===== src/rtl/axi_s_frame_peak_detect.sv =====
`default_nettype none
// axi_s_frame_peak_detect: reports peak magnitude, its beat index, frame length, tid and status per frame.
// Revision 1.0
module axi_s_frame_peak_detect #(
  parameter int S_TDATA_WIDTH = 32,
  parameter int TID_WIDTH     = 2,
  parameter int INDEX_WIDTH   = 16
) (
  input  logic                     ss_clk_i,
  input  logic                     ss_aresetn_i,
  input  logic                     ss_tvalid_i,
  input  logic                     ss_tlast_i,
  input  logic [TID_WIDTH-1:0]     ss_tid_i,
  input  logic [S_TDATA_WIDTH-1:0] ss_tdata_i,
  output logic                     ss_tready_o,
  output logic                     sm_clk_o,
  output logic                     sm_aresetn_o,
  output logic                     sm_tvalid_o,
  output logic                     sm_tlast_o,
  output logic [TID_WIDTH-1:0]     sm_tid_o,
  output logic [S_TDATA_WIDTH-1:0] sm_tdata_peak_o,
  output logic [INDEX_WIDTH-1:0]   sm_tindex_o,
  output logic [INDEX_WIDTH-1:0]   sm_tlen_o,
  output logic [1:0]               sm_tuser_o,
  input  logic                     sm_tready_i
);

  typedef enum logic [0:0] {
    IDLE  = 1'b0,
    ACCUM = 1'b1
  } state_t;

  localparam logic [INDEX_WIDTH-1:0] CNT_MAX = '1;
  localparam logic [INDEX_WIDTH-1:0] CNT_ONE = INDEX_WIDTH'(1);

  state_t state;
  state_t state_next;

  logic                     accept;
  logic                     cnt_sat;
  logic                     beat_wins;
  logic                     tid_differs;

  logic [S_TDATA_WIDTH-1:0] acc_peak;
  logic [INDEX_WIDTH-1:0]   acc_index;
  logic [INDEX_WIDTH-1:0]   acc_count;
  logic [TID_WIDTH-1:0]     acc_tid;
  logic [1:0]               acc_flags;

  logic [S_TDATA_WIDTH-1:0] peak_next;
  logic [INDEX_WIDTH-1:0]   index_next;
  logic [INDEX_WIDTH-1:0]   count_next;
  logic [TID_WIDTH-1:0]     tid_next;
  logic [1:0]               flags_next;

  assign sm_clk_o     = ss_clk_i;
  assign sm_aresetn_o = ss_aresetn_i;
  assign sm_tlast_o   = sm_tvalid_o;

  // Input only stalls when a pending result is not being drained this cycle.
  assign ss_tready_o = !(sm_tvalid_o && !sm_tready_i);
  assign accept      = ss_tvalid_i && ss_tready_o;

  assign cnt_sat     = (acc_count == CNT_MAX);
  assign beat_wins   = (ss_tdata_i > acc_peak);
  assign tid_differs = (ss_tid_i != acc_tid);

  always_ff @(posedge ss_clk_i or negedge ss_aresetn_i) begin
    if (!ss_aresetn_i) begin
      state <= IDLE;
    end else begin
      state <= state_next;
    end
  end

  always_comb begin
    state_next = state;
    peak_next  = acc_peak;
    index_next = acc_index;
    count_next = acc_count;
    tid_next   = acc_tid;
    flags_next = acc_flags;
    if (accept) begin
      if (state == IDLE) begin
        peak_next  = ss_tdata_i;
        index_next = '0;
        count_next = CNT_ONE;
        tid_next   = ss_tid_i;
        flags_next = 2'b00;
      end else begin
        // The pre-increment count is this beat's index; it pins at CNT_MAX once saturated.
        if (beat_wins) begin
          peak_next  = ss_tdata_i;
          index_next = acc_count;
        end
        count_next = cnt_sat ? acc_count : acc_count + CNT_ONE;
        flags_next = acc_flags | {tid_differs, cnt_sat};
      end
      state_next = ss_tlast_i ? IDLE : ACCUM;
    end
  end

  always_ff @(posedge ss_clk_i or negedge ss_aresetn_i) begin
    if (!ss_aresetn_i) begin
      acc_peak  <= '0;
      acc_index <= '0;
      acc_count <= '0;
      acc_tid   <= '0;
      acc_flags <= 2'b00;
    end else if (accept) begin
      acc_peak  <= peak_next;
      acc_index <= index_next;
      acc_count <= count_next;
      acc_tid   <= tid_next;
      acc_flags <= flags_next;
    end
  end

  // A new result may load in the same cycle the previous one is taken, so no bubble.
  always_ff @(posedge ss_clk_i or negedge ss_aresetn_i) begin
    if (!ss_aresetn_i) begin
      sm_tvalid_o     <= 1'b0;
      sm_tid_o        <= '0;
      sm_tdata_peak_o <= '0;
      sm_tindex_o     <= '0;
      sm_tlen_o       <= '0;
      sm_tuser_o      <= 2'b00;
    end else if (accept && ss_tlast_i) begin
      sm_tvalid_o     <= 1'b1;
      sm_tid_o        <= tid_next;
      sm_tdata_peak_o <= peak_next;
      sm_tindex_o     <= index_next;
      sm_tlen_o       <= count_next;
      sm_tuser_o      <= flags_next;
    end else if (sm_tready_i) begin
      sm_tvalid_o     <= 1'b0;
    end
  end

endmodule
`default_nettype wire


===== config.mk =====
export PLATFORM = sky130hd
export DESIGN_NAME = axi_s_frame_peak_detect
export DESIGN_NICKNAME = d
export VERILOG_FILES = /design/src/rtl/axi_s_frame_peak_detect.sv
export SDC_FILE = /design/constraint.sdc
export NUM_CORES = 1
export LEC_CHECK = 0
export CAP_MARGIN = 40
export CORE_MARGIN = 3
export CORE_UTILIZATION = 50
export CTS_BUF_LIST = sky130_fd_sc_hd__clkbuf_8
export DETAILED_ROUTE_END_ITERATION = 8
export DONT_BUFFER_PORTS = 1
export PLACE_DENSITY = 0.73
export SLEW_MARGIN = 20
export SYNTH_ARGS = -nofsm -noshare
export SYNTH_HDL_FRONTEND = slang
export SYNTH_SLANG_ARGS = --single-unit

===== constraint.sdc =====
create_clock -name ss_clk_i -period 2.8 [get_ports ss_clk_i]
set_clock_uncertainty 0.05 [all_clocks]
set_input_delay 0.28 -clock ss_clk_i [delete_from_list [all_inputs] [get_ports ss_clk_i]]
set_output_delay 0.28 -clock ss_clk_i [all_outputs]
set_load 0.02 [all_outputs]

==> results.txt <==
The async set-reset flop share out of synthesis is 100%. Synthesis produced 684 cells. The remaining number of nets flagged by the antenna check after routing came out at 0. Summed over all layers, the global routing overflow is 0.

CTS placed an instance of sky130_fd_sc_hd__clkbuf_8 at the clock tree root. The class of the most critical setup path is flop to flop. The number of clock sinks is 138. The worst-case IR drop observed on VDD is approximately 0.46 mV.

The die covers 0.0153 sq mm. Counting every net in the synthesized netlist gives around 760. The iteration count of the initial detailed-routing pass is 4.

The required arrival time at the worst endpoint is 3.08 ns. The final layout contains around 790 nets. The fmax is 357 MHz. The flow ran to the end, but the final reports show violations. The most critical setup path has its startpoint at acc_peak[26]$_DFFE_PN0P_. Once layout is done, the placed cells without fillers occupy 0.00808 sq mm. The finished layout holds 908 standard cells, fillers aside. The worst hold margin came out at -0.524 ns. The area fraction of the dominant cell type after synthesis came out at 49.7%. Once placement completed, the tool counted placed cells totaling 830. The relative slew slack is between 50% and 60%. The number of buffers on the longest clock path is 2.

From synthesis to final layout, the design area changed by 16.3%. The fraction of the cycle the final worst path needs came out at 100%. The number of diodes added for antenna fixing is 0. The shortest period the worst path allows is 2.80 ns. The post-route netlist has around an eighth of its cells at a drive strength greater than 1. CTS built an H-tree with a depth of 4. The path type of the worst min-delay path is primary input to asynchronous set/reset pin.

The ratio of routed vias to standard cells is ~6.1. The count of flip-flops with a built-in enable after synthesis is 0. The number of DRC markers in iteration 0 is 435. The max capacitance violation total is 0. The filler cell count came out at 1068. The final reports fail on hold timing, setup timing. The sort of element at the end of the critical path is a flop. The largest net degree at the start of global routing is 140. In the post-synthesis netlist, the biggest area contributors are sky130_fd_sc_hd__dfrtp_1 50%, sky130_fd_sc_hd__ha_1 5.9%, sky130_fd_sc_hd__nand2_1 5.4%. The number of distinct standard cells referenced by the synthesized netlist is 48. The total wirelength of the detailed-routed design is 18.1 mm. The cell area after technology mapping is 0.00694 sq mm. The final critical-path setup slack is -0.00142 ns.

The I/O pin count came out at around 110. Setup repair after global routing could not meet its margin everywhere. The count of final max-slew check failures is 0. sky130_fd_sc_hd__dfrtp_1 takes more of the synthesized area than any other cell. The die is between 100 and 150 um tall. The count of hold buffers inserted by post-cts repair came out at 34. The power per cell area came out at 958 mW/mm^2. The initial antenna violation count is 0. The row count came out at 42.

The share of the Yosys chip area taken by registers is 49.7%. The die span in x is between 100 and 150 um. The post-synthesis area per instance is 10.1 sq um. The slew of the pin with the lowest slew margin is about 0.6 ns. The analysis attributes to cell leakage a power of 3.65 nW. The final weighted congestion in routability-driven placement came out at 0.862. Setup violations remaining at the end of the flow were counted as 1. For this run, the leading register cell type out of synthesis is sky130_fd_sc_hd__dfrtp_1. Detailed placement ended at an HPWL of 11.0 mm. The routed wire length per instance is just under 20 um.

The most repeated cell in the gate-level netlist after synthesis is sky130_fd_sc_hd__dfrtp_1. The first-pass GRT wire length is 28.0 mm. The count of buffers from port buffering is 0. The total of flip-flops plus latches after synthesis came out at 138. The TritonCTS clock tree is done. The global-route total usage across every layer is between 20% and 30%.

Once the floorplan was initialized, standard cells occupied between 50% and 60% of the core. The post-detailed-route DRC marker count is 0. Across all layers, the routed design uses roughly 5500 vias. The clock insertion delay at the later pin of the skew report came out at around 0.45 ns. The commonest cells after synthesis are 138 x sky130_fd_sc_hd__dfrtp_1, 99 x sky130_fd_sc_hd__nand2_1, 55 x sky130_fd_sc_hd__a21oi_1. The number of buffers added by the clock tree synthesis step came out at 17.

The total count of hold-check failures in the final report came to 138. The number of global-route vias before repair is 5566. The arrival time reported for the critical path endpoint came out at 3.08 ns. The kind of start point of the critical path is a flop. The core footprint came out at approximately 0.013 sq mm. After clock tree synthesis, the clock-pin slew on the worst setup and hold paths is 0.07 ns. The maximum fanout encountered on the critical timing path is 6. The worst register-to-register path begins at acc_peak[26]$_DFFE_PN0P_.

After detailed placement, the total cell area comes to 0.00707 sq mm. For this run, the number of Yosys warnings is 0.
-- registers in the layout, summed over array words and instances, names as in the netlist --
signal	count
acc_peak	32
sm_tdata_peak_o	32
acc_count	16
acc_index	16
sm_tindex_o	16
sm_tlen_o	16
acc_flags	2
acc_tid	2
sm_tid_o	2
sm_tuser_o	2
sm_tlast_o	1
state	1
-- cell families after synthesis --
logic type      count (synthesis)  synth area share [%]
compound gates                144                  13.7
xor+xnor                       14                  1.77
fa+ha+maj                      33                  5.95
buf+inv                        82                  5.70
flops                         138                  49.7
mux                            54                  8.44
simple gates                  219                  14.7
-- path summary, 6_finish.rpt --
check / to / slack (ns) / cells past startpoint
worst max-delay path: acc_peak[26]$_DFFE_PN0P_ / -0.001 / 11
worst min-delay path: acc_peak[6]$_DFFE_PN0P_ / -0.52 / 0
worst max register to register: acc_peak[26]$_DFFE_PN0P_ / -0.001 / 11
worst min register to register: acc_flags[0]$_DFFE_PN0P_ / 0.45 / 2
max in group asynchronous: acc_index[12]$_DFFE_PN0P_ / 2.95 / 0
min in group ss_clk_i: sm_tdata_peak_o[2]$_DFFE_PN0P_ / 0.06 / 3
-- area by class of cell --
| type | instances | area, sq um | area share (%) |
|---|---|---|---|
| clock buffer | 21 | 289 | 3.58 |
| inverter | 33 | 124 | 1.53 |
| tap | 176 | 220 | 2.73 |
| timing repair buffer | 64 | 653 | 8.09 |
| sequential | 138 | 3450 | 42.8 |
| clock inverter | 11 | 128 | 1.58 |
| multi-input combinational | 465 | 3210 | 39.7 |
-- power breakdown --
group / internal, W / switching, W / leakage [nW]
Sequential: 0.00262 / 0.000945 / 1.77
Combinational: 0.00119 / 0.00127 / 1.66
Clock: 0.000959 / 0.000759 / 0.227
Total: 0.00476 / 0.00297 / 3.65
-- through the flow --
stage / worst slack [ns] / util [%] / TNS (ns) / total power [W]
after floorplan: 0.403 / - / 0 / 0.00510
after global placement: -0.0330 / 52.8 / -0.161 / 0.00554
final: -0.00142 / 60.3 / -0.00142 / 0.00774
after global routing: -0.0768 / 60.3 / -1.59 / 0.00821
after detailed placement: -0.0612 / 52.8 / -0.993 / 0.00568
after CTS: -0.00725 / 58.5 / -0.0180 / 0.00745
-- placed cells by master (no fill, tap or decap), drive strengths merged, types with 2 or more instances in the layout --
master	n
and3	5
xnor2	7
nand4	29
inv	37
nand2b	2
buf	28
clkinv	3
nor2	32
bufinv	3
dfrtp	138
ha	33
a211oi	3
nand2	99
clkbuf	23
o211ai	3
o31ai	2
mux2i	18
mux2	36
dlygate4sd3	34
nor2b	2
a21oi	57
nor3	3
and4	3
nand3	40
a221o	32
xor2	7
o21ai	37
a31oi	3
nor4	3
-- worst max-delay path: stages, from the launching register on --
cell	delay, ns
sky130_fd_sc_hd__dfrtp_1	0.39
sky130_fd_sc_hd__inv_1	0.09
sky130_fd_sc_hd__ha_4	0.28
sky130_fd_sc_hd__nand4_1	0.22
sky130_fd_sc_hd__nor4_2	0.41
sky130_fd_sc_hd__nand2b_1	0.15
sky130_fd_sc_hd__a31oi_4	0.21
sky130_fd_sc_hd__a21oi_4	0.07
sky130_fd_sc_hd__a21oi_4	0.19
sky130_fd_sc_hd__buf_6	0.15
sky130_fd_sc_hd__clkbuf_16	0.16
sky130_fd_sc_hd__mux2_1	0.33
-- metal layers --
layer	global-route usage, %	vias to the layer above	share of wire (%)
met3	8.95	48	9.1
met4	8.51	0	2.2
met1	32.0	2765	44
met5	0	-	0
li1	-	2505	-
met2	34.8	229	45
-- timing repair --
action,in CTS,in global routing
gates resized for setup,2,26
pin swaps,4,11
buffers inserted,0,7
hold endpoints to repair,172,138
setup endpoints to repair,54,81
gates cloned,0,5
No activity file was read; power rests on OpenSTA's default activity.
